## config.mk

```make
export PLATFORM = sky130hd
export DESIGN_NAME = exc_commit_ctrl
export DESIGN_NICKNAME = d
export VERILOG_FILES = /design/src/rtl/exc_commit_ctrl.sv
export SDC_FILE = /design/constraint.sdc
export NUM_CORES = 1
export LEC_CHECK = 0
export CAP_MARGIN = 5
export CORE_MARGIN = 3
export CORE_UTILIZATION = 35
export DETAILED_ROUTE_END_ITERATION = 12
export PLACE_DENSITY = 0.7
export RECOVER_POWER = 100
export SETUP_SLACK_MARGIN = 0.15
export SYNTH_ARGS = -nofsm -noshare
export SYNTH_HDL_FRONTEND = slang
export SYNTH_SLANG_ARGS = --single-unit
```

## constraint.sdc

```tcl
create_clock -name clk -period 2.94 [get_ports clk]
set_input_delay 0.441 -clock clk [delete_from_list [all_inputs] [get_ports clk]]
set_output_delay 0.441 -clock clk [all_outputs]
set_load 0.01 [all_outputs]
```

## src/rtl/exc_commit_ctrl.sv

```systemverilog
// ----------------------------------------------------------------------------
// exc_commit_ctrl
//
// Exception / interrupt commit controller at the writeback stage. It drives
// the write side of the CP0 exception-update interface.
//
// When an instruction commits while the controller is idle, it ranks the
// instruction's exception flags together with any pending CP0 interrupt.
// A trigger then produces:
//   - a one-cycle CP0 update pulse, or an EXL-clear pulse for ERET;
//   - a pipeline flush held for FLUSH_CYCLES cycles;
//   - a valid/ready redirect request towards fetch.
//
// Ports
//   clk, rst            clock, synchronous active-high reset
//   commit_*            committing instruction: valid, PC, delay-slot bit,
//                       exception flags, ERET, data address
//   commit_ready        high only while idle; upstream holds otherwise
//   cp0_has_int         pending enabled interrupt
//   cp0_epc             current EPC; this is the ERET return target
//   w_cp0_*             exception update towards CP0; the data fields hold
//                       their value whenever the enables are low
//   cp0_cls_exl         one-cycle Status.EXL clear on ERET
//   flush               squash all younger stages
//   redirect_valid/pc   redirect request to fetch; redirect_ready accepts it
// ----------------------------------------------------------------------------
module exc_commit_ctrl #(
    parameter logic [31:0] EXC_VEC      = 32'hBFC00380,
    parameter int          FLUSH_CYCLES = 2
) (
    input  logic        clk,
    input  logic        rst,
    input  logic        commit_valid,
    output logic        commit_ready,
    input  logic [31:0] commit_pc,
    input  logic        commit_in_ds,
    input  logic        commit_adel_if,
    input  logic        commit_ri,
    input  logic        commit_ov,
    input  logic        commit_syscall,
    input  logic        commit_break,
    input  logic        commit_adel_ld,
    input  logic        commit_ades,
    input  logic        commit_eret,
    input  logic [31:0] commit_mem_addr,
    input  logic        cp0_has_int,
    input  logic [31:0] cp0_epc,
    output logic        w_cp0_update_ena,
    output logic [4:0]  w_cp0_exccode,
    output logic        w_cp0_bd,
    output logic        w_cp0_exl,
    output logic [31:0] w_cp0_epc,
    output logic        w_cp0_badvaddr_ena,
    output logic [31:0] w_cp0_badvaddr,
    output logic        cp0_cls_exl,
    output logic        flush,
    output logic        redirect_valid,
    output logic [31:0] redirect_pc,
    input  logic        redirect_ready
);

    typedef enum logic [1:0] {
        ST_IDLE     = 2'd0,
        ST_FLUSH    = 2'd1,
        ST_REDIRECT = 2'd2
    } state_t;

    // The counter holds the number of flush cycles still to follow the
    // current one, so it is loaded with FLUSH_CYCLES-1.
    localparam logic [3:0] FLUSH_LOAD = 4'(FLUSH_CYCLES - 1);

    // ExcCode per flag position. Position 0 has the highest priority.
    // Order: Int, AdEL-fetch, RI, Ov, Sys, Bp, AdEL-load, AdES.
    localparam logic [39:0] EXC_CODES = {5'h05, 5'h04, 5'h09, 5'h08,
                                         5'h0C, 5'h0A, 5'h04, 5'h00};

    state_t      state_reg, state_next;
    logic [3:0]  flush_cnt_reg, flush_cnt_next;

    logic [7:0]  exc_flags;
    logic [7:0]  exc_grant;
    logic [39:0] code_terms;
    logic [4:0]  exc_code;
    logic        any_exc;
    logic        trigger;
    logic        exc_take;
    logic        eret_take;
    logic        badvaddr_sel;
    logic [31:0] badvaddr_val;
    logic [31:0] epc_val;

    logic        update_ena_reg;
    logic [4:0]  exccode_reg;
    logic        bd_reg;
    logic        exl_reg;
    logic [31:0] epc_reg;
    logic        badvaddr_ena_reg;
    logic [31:0] badvaddr_reg;
    logic        cls_exl_reg;
    logic [31:0] redirect_pc_reg;

    assign exc_flags = {commit_ades, commit_adel_ld, commit_break, commit_syscall,
                        commit_ov, commit_ri, commit_adel_if, cp0_has_int};

    // One-hot grant: a flag wins only when no flag at a lower index is set.
    // Each granted position contributes its ExcCode, and the terms are then
    // OR-reduced.
    genvar gi;
    generate
        for (gi = 0; gi < 8; gi++) begin : g_prio
            if (gi == 0) begin : g_top
                assign exc_grant[gi] = exc_flags[gi];
            end else begin : g_rest
                assign exc_grant[gi] = exc_flags[gi] & ~(|exc_flags[gi-1:0]);
            end
            assign code_terms[gi*5 +: 5] = exc_grant[gi] ? EXC_CODES[gi*5 +: 5] : 5'h00;
        end
    endgenerate

    always_comb begin
        exc_code = 5'h00;
        for (int i = 0; i < 8; i++) begin
            exc_code = exc_code | code_terms[i*5 +: 5];
        end
    end

    assign any_exc      = |exc_flags;
    assign trigger      = (state_reg == ST_IDLE) & commit_valid & (any_exc | commit_eret);
    assign exc_take     = trigger & any_exc;
    // ERET is overridden by any interrupt or exception on the same commit.
    assign eret_take    = trigger & ~any_exc & commit_eret;
    assign badvaddr_sel = exc_grant[1] | exc_grant[6] | exc_grant[7];
    assign badvaddr_val = exc_grant[1] ? commit_pc : commit_mem_addr;
    // A delay-slot instruction restarts at its branch. The subtraction wraps
    // modulo 2^32.
    assign epc_val      = commit_in_ds ? (commit_pc - 32'd4) : commit_pc;

    // State register
    always_ff @(posedge clk) begin
        if (rst) begin
            state_reg     <= ST_IDLE;
            flush_cnt_reg <= 4'd0;
        end else begin
            state_reg     <= state_next;
            flush_cnt_reg <= flush_cnt_next;
        end
    end

    // Next-state logic
    always_comb begin
        state_next     = state_reg;
        flush_cnt_next = flush_cnt_reg;
        case (state_reg)
            ST_IDLE: begin
                if (trigger) begin
                    state_next     = ST_FLUSH;
                    flush_cnt_next = FLUSH_LOAD;
                end
            end
            ST_FLUSH: begin
                if (flush_cnt_reg == 4'd0) begin
                    state_next = ST_REDIRECT;
                end else begin
                    flush_cnt_next = flush_cnt_reg - 4'd1;
                end
            end
            ST_REDIRECT: begin
                if (redirect_ready) begin
                    state_next = ST_IDLE;
                end
            end
            default: begin
                state_next     = ST_IDLE;
                flush_cnt_next = 4'd0;
            end
        endcase
    end

    // CP0 update and redirect-target registers. The pulses last one cycle.
    // The data fields change only when their pulse fires.
    always_ff @(posedge clk) begin
        if (rst) begin
            update_ena_reg   <= 1'b0;
            exccode_reg      <= 5'h00;
            bd_reg           <= 1'b0;
            exl_reg          <= 1'b0;
            epc_reg          <= 32'd0;
            badvaddr_ena_reg <= 1'b0;
            badvaddr_reg     <= 32'd0;
            cls_exl_reg      <= 1'b0;
            redirect_pc_reg  <= 32'd0;
        end else begin
            update_ena_reg   <= exc_take;
            badvaddr_ena_reg <= exc_take & badvaddr_sel;
            cls_exl_reg      <= eret_take;
            if (exc_take) begin
                exccode_reg     <= exc_code;
                bd_reg          <= commit_in_ds;
                exl_reg         <= 1'b1;
                epc_reg         <= epc_val;
                redirect_pc_reg <= EXC_VEC;
            end
            if (exc_take & badvaddr_sel) begin
                badvaddr_reg <= badvaddr_val;
            end
            if (eret_take) begin
                redirect_pc_reg <= cp0_epc;
            end
        end
    end

    assign commit_ready       = (state_reg == ST_IDLE);
    assign flush              = (state_reg == ST_FLUSH);
    assign redirect_valid     = (state_reg == ST_REDIRECT);
    assign redirect_pc        = redirect_pc_reg;
    assign w_cp0_update_ena   = update_ena_reg;
    assign w_cp0_exccode      = exccode_reg;
    assign w_cp0_bd           = bd_reg;
    assign w_cp0_exl          = exl_reg;
    assign w_cp0_epc          = epc_reg;
    assign w_cp0_badvaddr_ena = badvaddr_ena_reg;
    assign w_cp0_badvaddr     = badvaddr_reg;
    assign cp0_cls_exl        = cls_exl_reg;

endmodule

```

; After elaboration in Yosys (flattened, before gate mapping)
; Cells that the tools add are included.
[totals]
out_inout_bits = 109
inputBits = 110
regBits = 112
word_cells = 80
[classes]
eq_ne = 6
n_mux = 18
bitwise = 31
n_reduce_logical = 12
n_addsub = 2
[ops]
columns = cell, n
row1 = 2-to-1 mux 32 bit, 4
row2 = subtractor 32 x 3 -> 32 bit (second input constant), 1
row3 = 2-to-1 mux 4 bit, 6
row4 = AND 1 bit, 13
row5 = bitwise OR 4 bit, 3
row6 = case mux 4 bit (3 select lines), 1
row7 = 2-to-1 mux 3 bit, 3
row8 = inverter 1 bit, 9
row9 = bitwise OR 4 x 3 -> 4 bit, 2
row10 = OR reduction 8 bit, 1
row11 = OR reduction 7 bit, 1
row12 = 2-to-1 mux 2 bit, 3
row13 = case mux 2 bit (3 select lines), 1
row14 = AND reduction 3 bit, 2
row15 = OR reduction 6 bit, 1
row16 = OR reduction 5 bit, 1
row17 = logical NOT 4 bit, 1
row18 = != test 2 x 1 -> 1 bit (second input constant), 2
row19 = != test 2 bit (second input constant), 2
row20 = bitwise OR 3 x 4 -> 4 bit, 1
row21 = OR reduction 4 bit, 1
row22 = subtractor 4 x 1 -> 4 bit (second input constant), 1
row23 = bitwise OR 1 bit, 3
row24 = OR reduction 3 bit, 1
row25 = 5 further kinds, 5

; Longest topological paths before layout
; Gate-level depths: netlist of the first run.
[depth]
depth_word = 10
depth_mapped = 7
depth_no_buf = 6

; Least setup slack after synthesis of the first run
; OpenSTA, ideal clock, no wires.
[synth_path]
path_type = input port to flip-flop
start = input port commit_pc[10]
end = register epc_reg[25], in the netlist w_cp0_epc[25]
path_slack_ns = 0.716
stages = 4
setup_time_ns = 0.074
path_buffers = 0
t_required_ns = 2.866
arrival_time_ns = 2.150
cell_sequence = or4_1 or4_4 or4_1 a31oi_1
[synth_between]
elab_chain_len = 2
[synth_lines]
columns = element, line_no
row1 = start: declaration, 35  ; input logic [31:0] commit_pc,
row2 = subtractor 32 x 3 -> 32 bit, 136  ; assign epc_val = commit_in_ds ? (commit_pc - 32'd4) : commit_pc;
row3 = 2-to-1 mux 32 bit, 136
row4 = end signal: assignment, 200  ; epc_reg <= epc_val;
row5 = end: declaration, 96  ; logic [31:0] epc_reg;
; No other way between the ends.
; A chain may end at the register's enable or synchronous reset.

; Final worst setup path of the first run
[layout_path]
start = input port commit_adel_if
end = register redirect_pc_reg[13], in the netlist redirect_pc[13]
[layout_between]
elab_chain_len = 6
[layout_lines]
columns = element, line_no
row1 = start: declaration, 37  ; input logic commit_adel_if,
row2 = OR reduction 8 bit (*), 127  ; assign any_exc = |exc_flags;
row3 = bitwise OR 1 bit, 128  ; assign trigger = (state_reg == ST_IDLE) & commit_valid & (any_exc | commit_eret);
row4 = AND 1 bit, 128
row5 = AND 1 bit (2 in series), 131  ; assign eret_take = trigger & ~any_exc & commit_eret;
row6 = 2-to-1 mux 32 bit or nonzero test 2 bit (tied branches), -
row7 = end signal: assignment, 207  ; redirect_pc_reg <= cp0_epc;
row8 = end: declaration, 100  ; logic [31:0] redirect_pc_reg;
; Every way passes the cells marked *; elsewhere a longest branch is shown, timed or not.

==> results of run 1 <==
[routing by layer]
layer | up-vias | global-route usage
li1 | 2547 | -
met4 | 2 | 0.0574
met2 | 218 | 0.376
met5 | - | 0
met3 | 21 | 0.0985
met1 | 2467 | 0.248
[logic make-up after synthesis]
family / after synthesis / share of synthesized area
compound gates: 192 / 0.257
xor+xnor: 10 / 0.0173
fa+ha+maj: 3 / 0.00740
buf+inv: 61 / 0.0483
flops: 111 / 0.438
mux: 36 / 0.0713
other cells: 1 / 0.000739
simple gates: 140 / 0.160
[synthesized netlist by cell type, types with 4 or more instances]
library cell               number  area share
sky130_fd_sc_hd__dfxtp_1      111        0.44
sky130_fd_sc_hd__a21oi_1       59       0.058
sky130_fd_sc_hd__a211oi_1      40       0.059
sky130_fd_sc_hd__clkbuf_1      35       0.026
sky130_fd_sc_hd__mux2i_1       35       0.069
sky130_fd_sc_hd__nor2_1        29       0.021
sky130_fd_sc_hd__o21ai_0       26       0.026
sky130_fd_sc_hd__a22o_1        20       0.035
sky130_fd_sc_hd__nand2_1       18       0.013
sky130_fd_sc_hd__or3_1         13       0.016
sky130_fd_sc_hd__or4_1         12       0.018
sky130_fd_sc_hd__a31oi_1       11       0.014
sky130_fd_sc_hd__inv_1         11      0.0081
sky130_fd_sc_hd__nor3_1        11       0.011
sky130_fd_sc_hd__buf_2         10      0.0099
sky130_fd_sc_hd__nand3_1        9      0.0089
sky130_fd_sc_hd__nor4_1         9       0.011
sky130_fd_sc_hd__o221a_2        9       0.020
sky130_fd_sc_hd__nand4_1        6      0.0074
sky130_fd_sc_hd__o31ai_1        6      0.0089
sky130_fd_sc_hd__xnor2_1        6       0.010
sky130_fd_sc_hd__and4_1         4      0.0069
sky130_fd_sc_hd__buf_1          4      0.0030
sky130_fd_sc_hd__nor2b_1        4      0.0049
sky130_fd_sc_hd__xor2_1         4      0.0069
[power by group through the flow]
stage	clock, mW	combinational [mW]	sequential (mW)
3_5_place_dp	0	0.969	1.73
6_report	1.32	0.915	1.70
4_1_cts	1.36	0.973	1.70
2_1_floorplan	0	0.378	1.77
3_3_place_gp	0	0.951	1.73
5_1_grt	1.42	0.999	1.71
[path summary, 6_finish.rpt]
path | depth (start not counted) | endpoint | startpoint | slack, ns
worst min-delay path | 2 | w_cp0_exccode[3] | w_cp0_exccode[3] | 0.46
worst min register to register | 2 | w_cp0_exccode[3] | w_cp0_exccode[3] | 0.46
worst max register to register | 5 | w_cp0_epc[23] | state_reg[1] | 0.68
worst max-delay path | 7 | redirect_pc[13] | commit_adel_if | 0.40
[metrics by stage]
step            util  setup slack, ns  instances  hold WS (ns)  cell area (um2)
2_1_floorplan      -            0.716        554         0.454             5070
3_3_place_gp   0.542            0.189        940         0.444             7600
3_5_place_dp   0.542            0.144        940         0.455             7600
4_1_cts        0.564            0.525        956         0.469             7930
5_1_grt        0.562            0.275        956         0.482             7890
6_report       0.562            0.402        956         0.460             7890
[worst register-to-register path, delay by kind of cell (launching register included)]
kind,cells,cell delay (ns)
buffers and inverters,1,0.60
DFF,1,0.39
AOI/OAI and AO/OA,1,0.23
and+or+nand+nor,3,0.92
[cell type report]
cell class	instances	area, um2	share of cell area
Multi-Input combinational cell	382	2620	0.332
Clock inverter	6	91.3	0.0116
Clock buffer	10	229	0.0290
Timing Repair Buffer	256	2460	0.312
Sequential cell	111	2220	0.282
Inverter	11	41.3	0.00523
Tap cell	180	225	0.0285
==> metrics.txt, run 1 <==
# TYPE chip_impl_metric gauge
chip_impl_metric{name="cts_inserted_buffers",unit=""} 9
chip_impl_metric{name="die_height",unit="um"} 126
chip_impl_metric{name="maxClockFrequency",unit="MHz"} 394
chip_impl_metric{name="detail_route.vias_per_cell",unit=""} 5.50
chip_impl_metric{name="io_buffers",unit=""} 217
chip_impl_metric{name="gr-usage-all-layers",unit=""} 0.219
chip_impl_metric{name="wirelength",unit="um"} 17600
chip_impl_metric{name="ys.warnings.count",unit=""} 0
chip_impl_info{name="ctsRootBufferMaster",value="sky130_fd_sc_hd__clkbuf_16"} 1
chip_impl_info{name="grt_setup_unrepaired",value="no"} 1
chip_impl_metric{name="n_fill_cell",unit=""} 1240
chip_impl_metric{name="syn-mean-instance-area",unit="um2"} 9.16
chip_impl_metric{name="worst_ep_arrival_time",unit="ns"} 2.83
chip_impl_metric{name="critPathMaxStageDelay",unit="ns"} 0.72
chip_impl_metric{name="die_outline_area",unit="um2"} 16000
chip_impl_metric{name="core_region_area",unit="um2"} 14000
chip_impl_metric{name="syn_to_final_growth",unit="%"} 55.6
chip_impl_info{name="highest_layer",value="met5"} 1
chip_impl_metric{name="cts.repair_timing.setup_buffer_count",unit=""} 0
chip_impl_metric{name="syn_area",unit="um2"} 5070
chip_impl_metric{name="switchingPower",unit="mW"} 1.09
chip_impl_metric{name="detailed_route_wire_length_per_cell",unit="um"} 18.4
chip_impl_metric{name="largest_net_degree_at_the_start_of_global_routing",unit=""} 47
chip_impl_metric{name="fin_worst_skew",unit="ns"} 0.00388
chip_impl_metric{name="drt_pre_antenna_iters",unit=""} 5
chip_impl_metric{name="synth_edf_count",unit=""} 0
chip_impl_metric{name="rows",unit=""} 43
chip_impl_metric{name="final.period_utilization",unit=""} 0.863
chip_impl_metric{name="netlist_instances",unit=""} 554
chip_impl_metric{name="drive_gt1_frac",unit=""} 0.0928
chip_impl_metric{name="grt_antenna_before_repair",unit=""} 1
chip_impl_info{name="worst_path_most_repeated_cell",value="sky130_fd_sc_hd__clkbuf_1"} 1
chip_impl_metric{name="power_density",unit="nW/um2"} 499
chip_impl_info{name="hold_path.class",value="reg2reg"} 1
chip_impl_metric{name="die_width",unit="um"} 126
chip_impl_metric{name="wl_met3",unit="um"} 1880
chip_impl_metric{name="internal_power",unit="mW"} 2.85
chip_impl_metric{name="initial_core_util",unit=""} 0.361
chip_impl_metric{name="max_cap_violations",unit=""} 0
chip_impl_info{name="tritoncts",value="done"} 1
chip_impl_metric{name="syn-num-nets",unit=""} 667
chip_impl_metric{name="synthArstFlopShare",unit=""} 0
chip_impl_info{name="mostFrequentLayoutCell",value="sky130_fd_sc_hd__dfxtp_1"} 1
chip_impl_info{name="critPathCaptureType",value="register"} 1
chip_impl_info{name="layout_common_cells",value="sky130_fd_sc_hd__dfxtp_1 (111), sky130_fd_sc_hd__dlygate4sd3_1 (110), sky130_fd_sc_hd__clkdlybuf4s50_1 (106), sky130_fd_sc_hd__a21oi_1 (58), sky130_fd_sc_hd__a211oi_1 (40)"} 1
chip_impl_metric{name="worst_ir_drop_vdd",unit="mV"} 0.416
chip_impl_metric{name="report.final.hold_viol_count",unit=""} 0
chip_impl_metric{name="grt_pass1_wl",unit="um"} 28200
chip_impl_metric{name="switching_share",unit=""} 0.276
chip_impl_metric{name="path_max_fanout",unit=""} 21
chip_impl_metric{name="finalSetupViolCount",unit=""} 0
chip_impl_metric{name="wirelength_met1",unit="um"} 6910
chip_impl_info{name="worstSetupPathType",value="in2reg"} 1
chip_impl_metric{name="design.portCount",unit=""} 219
chip_impl_metric{name="synth-seq-area-share",unit=""} 0.438
chip_impl_metric{name="detailedPlacementHpwl",unit="um"} 13400
chip_impl_metric{name="combPwrFrac",unit=""} 0.232
chip_impl_metric{name="cts-root-to-sink-buffers",unit=""} 2
chip_impl_metric{name="post-route-min-period",unit="ns"} 2.54
chip_impl_metric{name="cts.clk_slew.worst_paths",unit="ns"} 0.07
chip_impl_metric{name="cts_resized",unit=""} 0
chip_impl_metric{name="met2WireLength",unit="um"} 8520
chip_impl_metric{name="total_of_hold_buffers_inserted_after_clock_tree_synthesis",unit=""} 0
chip_impl_metric{name="grt_remaining_overflow",unit=""} 0
chip_impl_metric{name="detail_route.iter0.violations",unit=""} 277
chip_impl_metric{name="req_time_crit_path",unit="ns"} 3.24
chip_impl_info{name="outcome",value="completed"} 1
chip_impl_metric{name="nets_final",unit=""} 884
chip_impl_metric{name="antenna-diode-count",unit=""} 0
chip_impl_metric{name="worst-path-buf-inv",unit=""} 3
chip_impl_metric{name="htree_levels",unit=""} 3
chip_impl_metric{name="final_slew_viol_count",unit=""} 0
chip_impl_metric{name="synth_cell_types",unit=""} 62
chip_impl_metric{name="p_total",unit="mW"} 3.94
chip_impl_metric{name="worst_slew_pin_slew",unit="ns"} 0.948
chip_impl_metric{name="place.gp.congestion",unit=""} 0.850
chip_impl_metric{name="grt_pass1_vias",unit=""} 5342
chip_impl_metric{name="power.share.clock",unit=""} 0.337
chip_impl_metric{name="slew_headroom",unit=""} 0.368
chip_impl_info{name="critPathLaunchType",value="primary input"} 1
chip_impl_metric{name="synth-seq-cells",unit=""} 111
chip_impl_info{name="critical_path.cell_chain",value="dlygate4sd3_1, nor4_1, clkbuf_1, nand3_1, nor2_1, clkbuf_1, a22o_1"} 1
chip_impl_metric{name="worstSkewPairLatency",unit="ns"} 0.35
chip_impl_metric{name="cts_sinks",unit=""} 111
chip_impl_metric{name="route.antenna.remaining_nets",unit=""} 0
chip_impl_info{name="crit_family",value="buffers and inverters"} 1
chip_impl_info{name="critPathSlowestCell",value="sky130_fd_sc_hd__clkbuf_1"} 1
chip_impl_metric{name="via_count",unit=""} 5255
chip_impl_metric{name="drc_errors",unit=""} 0
chip_impl_metric{name="seqPwrFrac",unit=""} 0.431
chip_impl_metric{name="setup_tns",unit="ns"} 0
chip_impl_metric{name="cellLeakagePower",unit="nW"} 3.20
chip_impl_info{name="ys_dominant_reg_cell",value="sky130_fd_sc_hd__dfxtp_1"} 1
Note: power is estimated with default switching activity, not from simulation.
==> run 2: changes to the inputs <==
--- a/config.mk
+++ b/config.mk
@@ -8,7 +8,9 @@
 export CAP_MARGIN = 5
 export CORE_MARGIN = 3
 export CORE_UTILIZATION = 35
+export CTS_CLUSTER_SIZE = 24
 export DETAILED_ROUTE_END_ITERATION = 12
+export GPL_TIMING_DRIVEN = 0
 export PLACE_DENSITY = 0.7
 export RECOVER_POWER = 100
 export SETUP_SLACK_MARGIN = 0.15
==> metrics.txt, run 2 (synthesis results as in run 1) <==
# TYPE chip_impl_metric gauge
chip_impl_metric{name="drc_errors",unit=""} 0
chip_impl_metric{name="worst_slack",unit="ns"} 0.210
chip_impl_metric{name="worstSkewPairLatency",unit="ns"} 0.36
chip_impl_metric{name="post_dp_cell_area",unit="um2"} 7460
chip_impl_metric{name="cellLeakagePower",unit="nW"} 3.09
chip_impl_metric{name="cts-root-to-sink-buffers",unit=""} 2
chip_impl_metric{name="path_max_fanout",unit=""} 10
chip_impl_metric{name="multi_input_area",unit="um2"} 2630
chip_impl_metric{name="slew_headroom",unit=""} 0.412
chip_impl_metric{name="die_height",unit="um"} 126
chip_impl_metric{name="nets_final",unit=""} 894
chip_impl_metric{name="design.portCount",unit=""} 219
chip_impl_metric{name="detail_route.vias_per_cell",unit=""} 5.55
chip_impl_metric{name="post-route-util",unit=""} 0.554
chip_impl_metric{name="ff2ff_path_depth",unit=""} 7
chip_impl_metric{name="worst_ep_arrival_time",unit="ns"} 3.03
chip_impl_metric{name="power_density",unit="nW/um2"} 495
chip_impl_metric{name="grt_antenna_before_repair",unit=""} 0
chip_impl_info{name="hold_path.class",value="in2reg"} 1
chip_impl_metric{name="final.period_utilization",unit=""} 0.929
chip_impl_metric{name="post-route-min-period",unit="ns"} 2.73
chip_impl_metric{name="finish.instance_area",unit="um2"} 7780
chip_impl_metric{name="critPathMaxStageDelay",unit="ns"} 0.53
chip_impl_metric{name="worst_slew_pin_slew",unit="ns"} 0.882
chip_impl_metric{name="globalRouteMet3Util",unit=""} 0.0800
chip_impl_info{name="layout_common_cells",value="sky130_fd_sc_hd__dfxtp_1 (111), sky130_fd_sc_hd__dlygate4sd3_1 (110), sky130_fd_sc_hd__clkdlybuf4s50_1 (106), sky130_fd_sc_hd__a21oi_1 (59), sky130_fd_sc_hd__a211oi_1 (40)"} 1
chip_impl_info{name="critPathCaptureType",value="register"} 1
chip_impl_metric{name="gr-usage-all-layers",unit=""} 0.226
chip_impl_metric{name="cts_sinks",unit=""} 111
chip_impl_info{name="critPathLaunchType",value="primary input"} 1
chip_impl_metric{name="met2_usage",unit=""} 0.369
chip_impl_metric{name="rows",unit=""} 43
chip_impl_metric{name="detailed_route_wire_length_per_cell",unit="um"} 19.2
chip_impl_metric{name="worst_ir_drop_vdd",unit="mV"} 0.276
chip_impl_metric{name="req_time_crit_path",unit="ns"} 3.24
chip_impl_metric{name="maxClockFrequency",unit="MHz"} 366
chip_impl_metric{name="detail_route.iter0.violations",unit=""} 314
chip_impl_metric{name="finalSetupViolCount",unit=""} 0
chip_impl_metric{name="placement.setup.worst_slack",unit="ns"} -0.382
chip_impl_metric{name="grt_pass1_wl",unit="um"} 29000
chip_impl_info{name="r2r_end",value="w_cp0_epc[27]"} 1
chip_impl_info{name="outcome",value="completed"} 1
chip_impl_metric{name="sequential_standard_cell_area",unit="um2"} 2220
chip_impl_metric{name="htree_levels",unit=""} 3
chip_impl_info{name="grt_setup_unrepaired",value="yes"} 1
chip_impl_info{name="tritoncts",value="done"} 1
chip_impl_metric{name="route.antenna.remaining_nets",unit=""} 0
chip_impl_metric{name="largest_net_degree_at_the_start_of_global_routing",unit=""} 19
chip_impl_metric{name="via_count",unit=""} 5362
chip_impl_metric{name="final_slew_viol_count",unit=""} 0
chip_impl_metric{name="setup_tns",unit="ns"} 0
chip_impl_metric{name="drive_gt1_frac",unit=""} 0.0649
chip_impl_info{name="worstSetupEndpoint",value="w_cp0_epc[27]"} 1
chip_impl_metric{name="die_outline_area",unit="um2"} 16000
chip_impl_info{name="critical_path.cell_chain",value="clkdlybuf4s50_1, or3b_2, a21oi_1, clkbuf_2, clkbuf_1, nand4_1, nand3_1"} 1
chip_impl_metric{name="place.gp.congestion",unit=""} 0.863
chip_impl_metric{name="drt_pre_antenna_iters",unit=""} 5
chip_impl_metric{name="grt_remaining_overflow",unit=""} 0
chip_impl_metric{name="antenna-diode-count",unit=""} 0
chip_impl_metric{name="die_width",unit="um"} 126
chip_impl_info{name="ctsRootBufferMaster",value="sky130_fd_sc_hd__clkbuf_16"} 1
chip_impl_metric{name="cts.clk_slew.worst_paths",unit="ns"} 0.08
chip_impl_metric{name="met1_usage",unit=""} 0.271
chip_impl_info{name="mostFrequentLayoutCell",value="sky130_fd_sc_hd__dfxtp_1"} 1
chip_impl_metric{name="detailedPlacementHpwl",unit="um"} 14200
chip_impl_metric{name="regToRegSetupSlack",unit="ns"} 0.29
chip_impl_info{name="critPathSlowestCell",value="sky130_fd_sc_hd__clkdlybuf4s50_1"} 1
chip_impl_metric{name="core_region_area",unit="um2"} 14000
chip_impl_metric{name="cts_inserted_buffers",unit=""} 9
chip_impl_info{name="worstSetupPathType",value="in2reg"} 1
chip_impl_info{name="worstReg2RegStart",value="state_reg[1]"} 1
chip_impl_metric{name="wirelength",unit="um"} 18500
chip_impl_metric{name="n_fill_cell",unit=""} 1285
chip_impl_info{name="global_route.peak_usage_layer",value="met2"} 1
chip_impl_metric{name="io_buffers",unit=""} 216
chip_impl_metric{name="report.final.hold_viol_count",unit=""} 0
chip_impl_metric{name="max_cap_violations",unit=""} 0
chip_impl_metric{name="initial_core_util",unit=""} 0.361
chip_impl_metric{name="grt_pass1_vias",unit=""} 5492
chip_impl_metric{name="fin_worst_skew",unit="ns"} 0.00829
chip_impl_info{name="critical_path_source",value="commit_valid"} 1
chip_impl_metric{name="syn_to_final_growth",unit="%"} 53.3
chip_impl_metric{name="cts.repair_timing.setup_buffer_count",unit=""} 0
## run 2: cell types whose count changed in the layout (fill, tap and decap cells not counted), sizes merged
cell and delta:
buf -28, bufinv -2, clkbuf +39, clkinv -2, clkinvlp +3
## run 2: layout make-up
| type | instances | share of cell area |
|---|---|---|
| multi-input combinational | 382 | 0.338 |
| sequential | 111 | 0.286 |
| timing repair buffer | 216 | 0.278 |
| clock buffer | 11 | 0.0325 |
| tap | 180 | 0.0290 |
| buffer | 50 | 0.0264 |
| inverter | 11 | 0.00531 |
| clock inverter | 5 | 0.00515 |
## run 2: critical path, delay by kind of cell
family	cells	cell delay [ns]
buf+inv	3	1.33
simple gates	3	0.78
compound gates	1	0.48
## run 2: worst min path at each step
| stage | from | end | slack (ns) | cells after the start |
|---|---|---|---|---|
| floorplan | flush_cnt_reg[1] | flush_cnt_reg[1] | 0.45 | 2 |
| global placement | w_cp0_epc[1] | w_cp0_epc[1] | 0.45 | 2 |
| detailed placement | w_cp0_epc[1] | w_cp0_epc[1] | 0.45 | 2 |
| CTS | commit_in_ds | w_cp0_bd | 0.38 | 3 |
| global route | commit_in_ds | w_cp0_bd | 0.41 | 3 |
| finish | commit_in_ds | w_cp0_bd | 0.40 | 3 |
## run 2: metal layers
metal	routed length [um]	vias up
met2	8590	244
met3	1890	26
met5	0	-
li1	-	2561
met1	7630	2531
met4	397	0
## run 2: repair_timing
action                     in CTS  in global routing
pin swaps                       0                  0
setup endpoints to repair      30                 63
hold buffers                    0                  0
resized for setup               1                 10
## run 2: power by group
group | switching (mW) | leakage, nW | internal, mW | total [mW]
combinational | 0.475 | 2.05 | 0.456 | 0.931
sequential | 0.0667 | 0.911 | 1.63 | 1.69
clock | 0.596 | 0.135 | 0.629 | 1.22
total | 1.14 | 3.09 | 2.71 | 3.85
## run 2: through the flow
stage	power, mW	std cells	hold WS, ns
final	3.85	966	0.400
after detailed placement	2.69	950	0.453
after CTS	3.92	966	0.382
after global routing	4.02	966	0.407
after global placement	2.67	950	0.446
after floorplan	2.15	554	0.454
==> RTL edit 1 (settings of run 2) <==
Encoding of `state_t`: now one-hot (3 bits for 3 states).
--- a/src/rtl/exc_commit_ctrl.sv
+++ b/src/rtl/exc_commit_ctrl.sv
@@ -59,10 +59,10 @@
     input  logic        redirect_ready
 );
 
-    typedef enum logic [1:0] {
-        ST_IDLE     = 2'd0,
-        ST_FLUSH    = 2'd1,
-        ST_REDIRECT = 2'd2
+    typedef enum logic [2:0] {
+        ST_IDLE     = 3'b001,
+        ST_FLUSH    = 3'b010,
+        ST_REDIRECT = 3'b100
     } state_t;
 
     // The counter holds the number of flush cycles still to follow the
Formal check against the unedited RTL: same outputs for any inputs over 10 cycles, from zero or initial values and one cycle with rst high; not proved beyond that.
==> RTL edit 1 against run 2 <==
  * Area after synthesis is 2.5% lower
  * Power is 2.3% lower
  * Synthesized cell count is 2.5% lower
  * Clock power is 11% higher
  * Register-to-register slack better by 0.50 ns
  * Critical path depth stayed put
  * Non-clock buffer count is 15 lower
  * Global-route usage is 1.2 points lower
  * Core utilization is 0.90 points higher
  * Wire length is 8.1% lower
  * Sequential cell count is 1 higher
  * Design area is 2.3% lower
  * Setup slack better by 0.15 ns
  * Largest cell class unchanged
  * Largest power group unchanged
  * Highest routed layer unchanged
==> RTL edit 1: results <==
metrics = {
    "placement": {
        "gp_congestion": 0.849,
        "dp_cells": 930,
        "io_buffers": 214,
        "hpwl_um": 13200,
        "placed_cell_area_um2": 7310,
    },
    "power_and_ir_drop": {
        "ir_drop_mv": 0.290,
        "power_density_nw_per_um2": 495,
        "power_frac_comb_pct": 19.9,
        "p_leak_nw": 3.06,
        "seq_power_share_pct": 44.2,
    },
    "synth": {
        "ys_types": 57,
        "syn_nets": 653,
        "syn_inst": 540,
        "synthMuxAreaShare_pct": 6.30,
        "ys_top_cells_by_area": "dfxtp_1 45%, a211oi_1 9.1%, nor2_1 7.7%",
        "synth_common_cells": "112 x dfxtp_1, 102 x nor2_1, 60 x a211oi_1, 30 x mux2i_1, 24 x xnor2_1",
    },
    "detailed_routing": {
        "first_iter_violations": 253,
        "wl_met2_um": 8110,
        "wl_um": 17000,
        "met1_length_um": 7390,
        "via_per_inst": 5.26,
        "firstDrtPassIters": 6,
    },
    "grt": {
        "grt_pass1_vias": 4998,
        "grt_start_max_net_pins": 20,
        "grt.met1_usage_pct": 26.9,
        "grt_util_met3_pct": 6.65,
    },
    "status": {
        "status": "finished clean",
    },
    "critical_path": {
        "startpoint": "commit_ri",
        "crit_arrival_ns": 2.88,
        "timing.rr.start": "state_reg[2]",
        "cp_top_family": "simple AND/OR/NAND/NOR gates",
    },
    "timing": {
        "tightest_slew_ns": 0.637,
    },
    "final_layout": {
        "layout-drive-gt1-share_pct": 5.84,
    },
    "worst_hold_path": {
        "hold_start": "commit_pc[22]",
    },
    "cts": {
        "cts.repair.resized": 0,
    },
}
-- RTL edit 1: cell type report --
cell class | instances | area (µm²)
fillers | 1198 | 5900
multi-input cells | 379 | 2450
flip-flops and latches | 112 | 2240
repair buffers | 214 | 2140
clock buffers | 9 | 225
well taps | 176 | 220
plain buffers | 37 | 170
clock inverters | 7 | 104
inverters | 12 | 45.0
-- RTL edit 1: worst paths after layout --
path	cells past startpoint	to	slack (ns)
setup / recovery	7	redirect_pc[19]	0.36
hold / removal	3	w_cp0_epc[22]	0.41
setup reg to reg	6	redirect_pc[28]	0.79
hold reg to reg	2	w_cp0_exccode[1]	0.45
-- RTL edit 1: kinds of logic (layout without fill, tap and decap cells) --
kind of cell    after synthesis  count (layout)
compound gates              125             125
xor+xnor                     27              27
fa+ha+maj                     3               3
buf+inv                      49             279
flops                       112             112
mux                          31              31
other cells                   1               1
simple gates                192             192
==> RTL edit 2 (settings of run 2) <==
Without the edit above. Set the parameter `EXC_VEC` to 32'h5FE001C0 (it was 32'hBFC00380).
--- a/src/rtl/exc_commit_ctrl.sv
+++ b/src/rtl/exc_commit_ctrl.sv
@@ -25,7 +25,7 @@
 //   redirect_valid/pc   redirect request to fetch; redirect_ready accepts it
 // ----------------------------------------------------------------------------
 module exc_commit_ctrl #(
-    parameter logic [31:0] EXC_VEC      = 32'hBFC00380,
+    parameter logic [31:0] EXC_VEC      = 32'h5FE001C0,
     parameter int          FLUSH_CYCLES = 2
 ) (
     input  logic        clk,
Formal check against the unedited RTL: not equivalent (Yosys sat finds a counterexample within 4 cycles, from zero or initial values and one cycle with rst high).
==> RTL edit 2 against run 2 <==
  * First-iteration DRC count shrank 50%
  * Setup slack gained 0.094 ns
  * Synthesized cell count shrank 4.7%
  * Register-to-register slack gained 0.32 ns
  * Area after synthesis shrank 5.5%
  * Clock power grew 6%
  * Wire length shrank 12%
  * Sequential power is essentially flat
  * Design area shrank 4.0%
  * Worst hold slack gained 0.056 ns
  * Largest cell class unchanged
  * Sequential cell count is the same
  * Maximum frequency grew 3.6%
  * Power shrank 0.50%
  * Critical path type unchanged
==> RTL edit 2: results <==
metrics = {
    "grt": {
        "gr-usage-all-layers_pct": 21.5,
        "grt_pass1_vias": 4869,
        "grt_start_max_net_pins": 17,
        "grt_pass1_wl_um": 25100,
    },
    "worst_hold_path": {
        "hp-class": "flop to flop",
        "hold_path_end": "w_cp0_epc[1]",
        "holdPathStages": 2,
    },
    "power_and_ir_drop": {
        "ir_drop_mv": 0.266,
        "p_leak_nw": 3.04,
    },
    "timing": {
        "worst_clock_skew_ns": 0.0108,
        "fin_hold_ws_ns": 0.456,
        "tightest_slew_ns": 0.833,
    },
    "status": {
        "status": "finished clean",
    },
    "final_layout": {
        "layout-drive-gt1-share_pct": 4.62,
        "nFillCells": 1232,
        "final_nets": 867,
    },
    "synth": {
        "syn_nets": 641,
        "synth-xor-area-share_pct": 5.11,
        "synthAdderAreaFrac_pct": 0.783,
        "synth_common_cells": "111 x dfxtp_1, 108 x nor2_1, 56 x a211oi_1, 35 x mux2i_1, 26 x clkbuf_1",
        "synthMuxAreaShare_pct": 7.30,
        "synth_compound_area_share_pct": 16.6,
        "ys_types": 48,
    },
    "critical_path": {
        "rr_endpoint": "w_cp0_epc[1]",
        "reg2reg_depth": 6,
        "r2r_slack_ns": 0.61,
        "crit_arrival_ns": 2.92,
    },
    "placement": {
        "io_buffers": 215,
        "hpwl_um": 12800,
        "gp_congestion": 0.835,
    },
    "detailed_routing": {
        "wire_per_inst_um": 17.5,
        "vias": 4770,
        "first_iter_violations": 158,
    },
}
==> RTL edit 2: area by class of cell <==
type	instances	area (µm²)	share of cell area [%]
multi-input cells	368	2360	31.7
clock inverters	4	70.1	0.938
flip-flops and latches	111	2220	29.7
plain buffers	38	156	2.09
clock buffers	11	243	3.25
well taps	176	220	2.95
repair buffers	215	2150	28.8
inverters	11	41.3	0.553
==> RTL edit 2: per-stage QoR <==
stage | worst slack (ns) | cell area [µm²] | cells
6_report | 0.304 | 7470 | 934
5_1_grt | 0.115 | 7470 | 934
4_1_cts | 0.230 | 7480 | 934
3_5_place_dp | -0.143 | 7170 | 919
3_3_place_gp | -0.0451 | 7170 | 919
2_1_floorplan | 1.01 | 4800 | 528
==> RTL edit 2: logic make-up after synthesis <==
kind of cell / after synthesis
adders and majority gates: 3
other: 1
DFF: 111
xor gates and xnor gates: 28
muxes: 35
buffers and inverters: 49
AOI/OAI and AO/OA: 106
and+or+nand+nor: 195
==> RTL edit 2: where the power goes <==
| part | switching [mW] | total [mW] | internal (mW) |
|---|---|---|---|
| Sequential | 0.0651 | 1.69 | 1.62 |
| Clock | 0.529 | 1.29 | 0.763 |
| Combinational | 0.425 | 0.852 | 0.426 |
| Total | 1.02 | 3.83 | 2.81 |
==> RTL edit 2: critical path, stage by stage <==
cell,delay (ns)
dlygate4sd3_1,0.58
or3b_2,0.53
nor2_1,0.29
buf_2,0.30
clkbuf_1,0.48
nand2_1,0.15
a21oi_1,0.14
==> RTL edit 2: routing by layer <==
metal / part of all wire [%] / global-route usage, % / vias up
met1: 40 / 24.4 / 2221
met2: 47 / 36.6 / 207
met5: 0 / 0 / -
met4: 2.3 / 8.86 / 0
met3: 10 / 7.59 / 21
li1: - / - / 2321
==> RTL edit 2: how the worst max path moves through the flow <==
stage | startpoint | to | cells past startpoint
2_1_floorplan | commit_pc[26] | w_cp0_epc[30] | 5
3_3_place_gp | commit_ri | w_cp0_badvaddr[18] | 6
3_5_place_dp | commit_ri | w_cp0_badvaddr[11] | 6
4_1_cts | commit_ri | w_cp0_badvaddr[11] | 6
5_1_grt | commit_ri | w_cp0_badvaddr[28] | 7
6_report | commit_valid | w_cp0_epc[1] | 7
==> RTL edit 2: timing repair <==
action,4_1_cts,5_1_grt
endpoints found under the setup margin,0,30
setup buffers,0,0
gates resized for setup,0,1
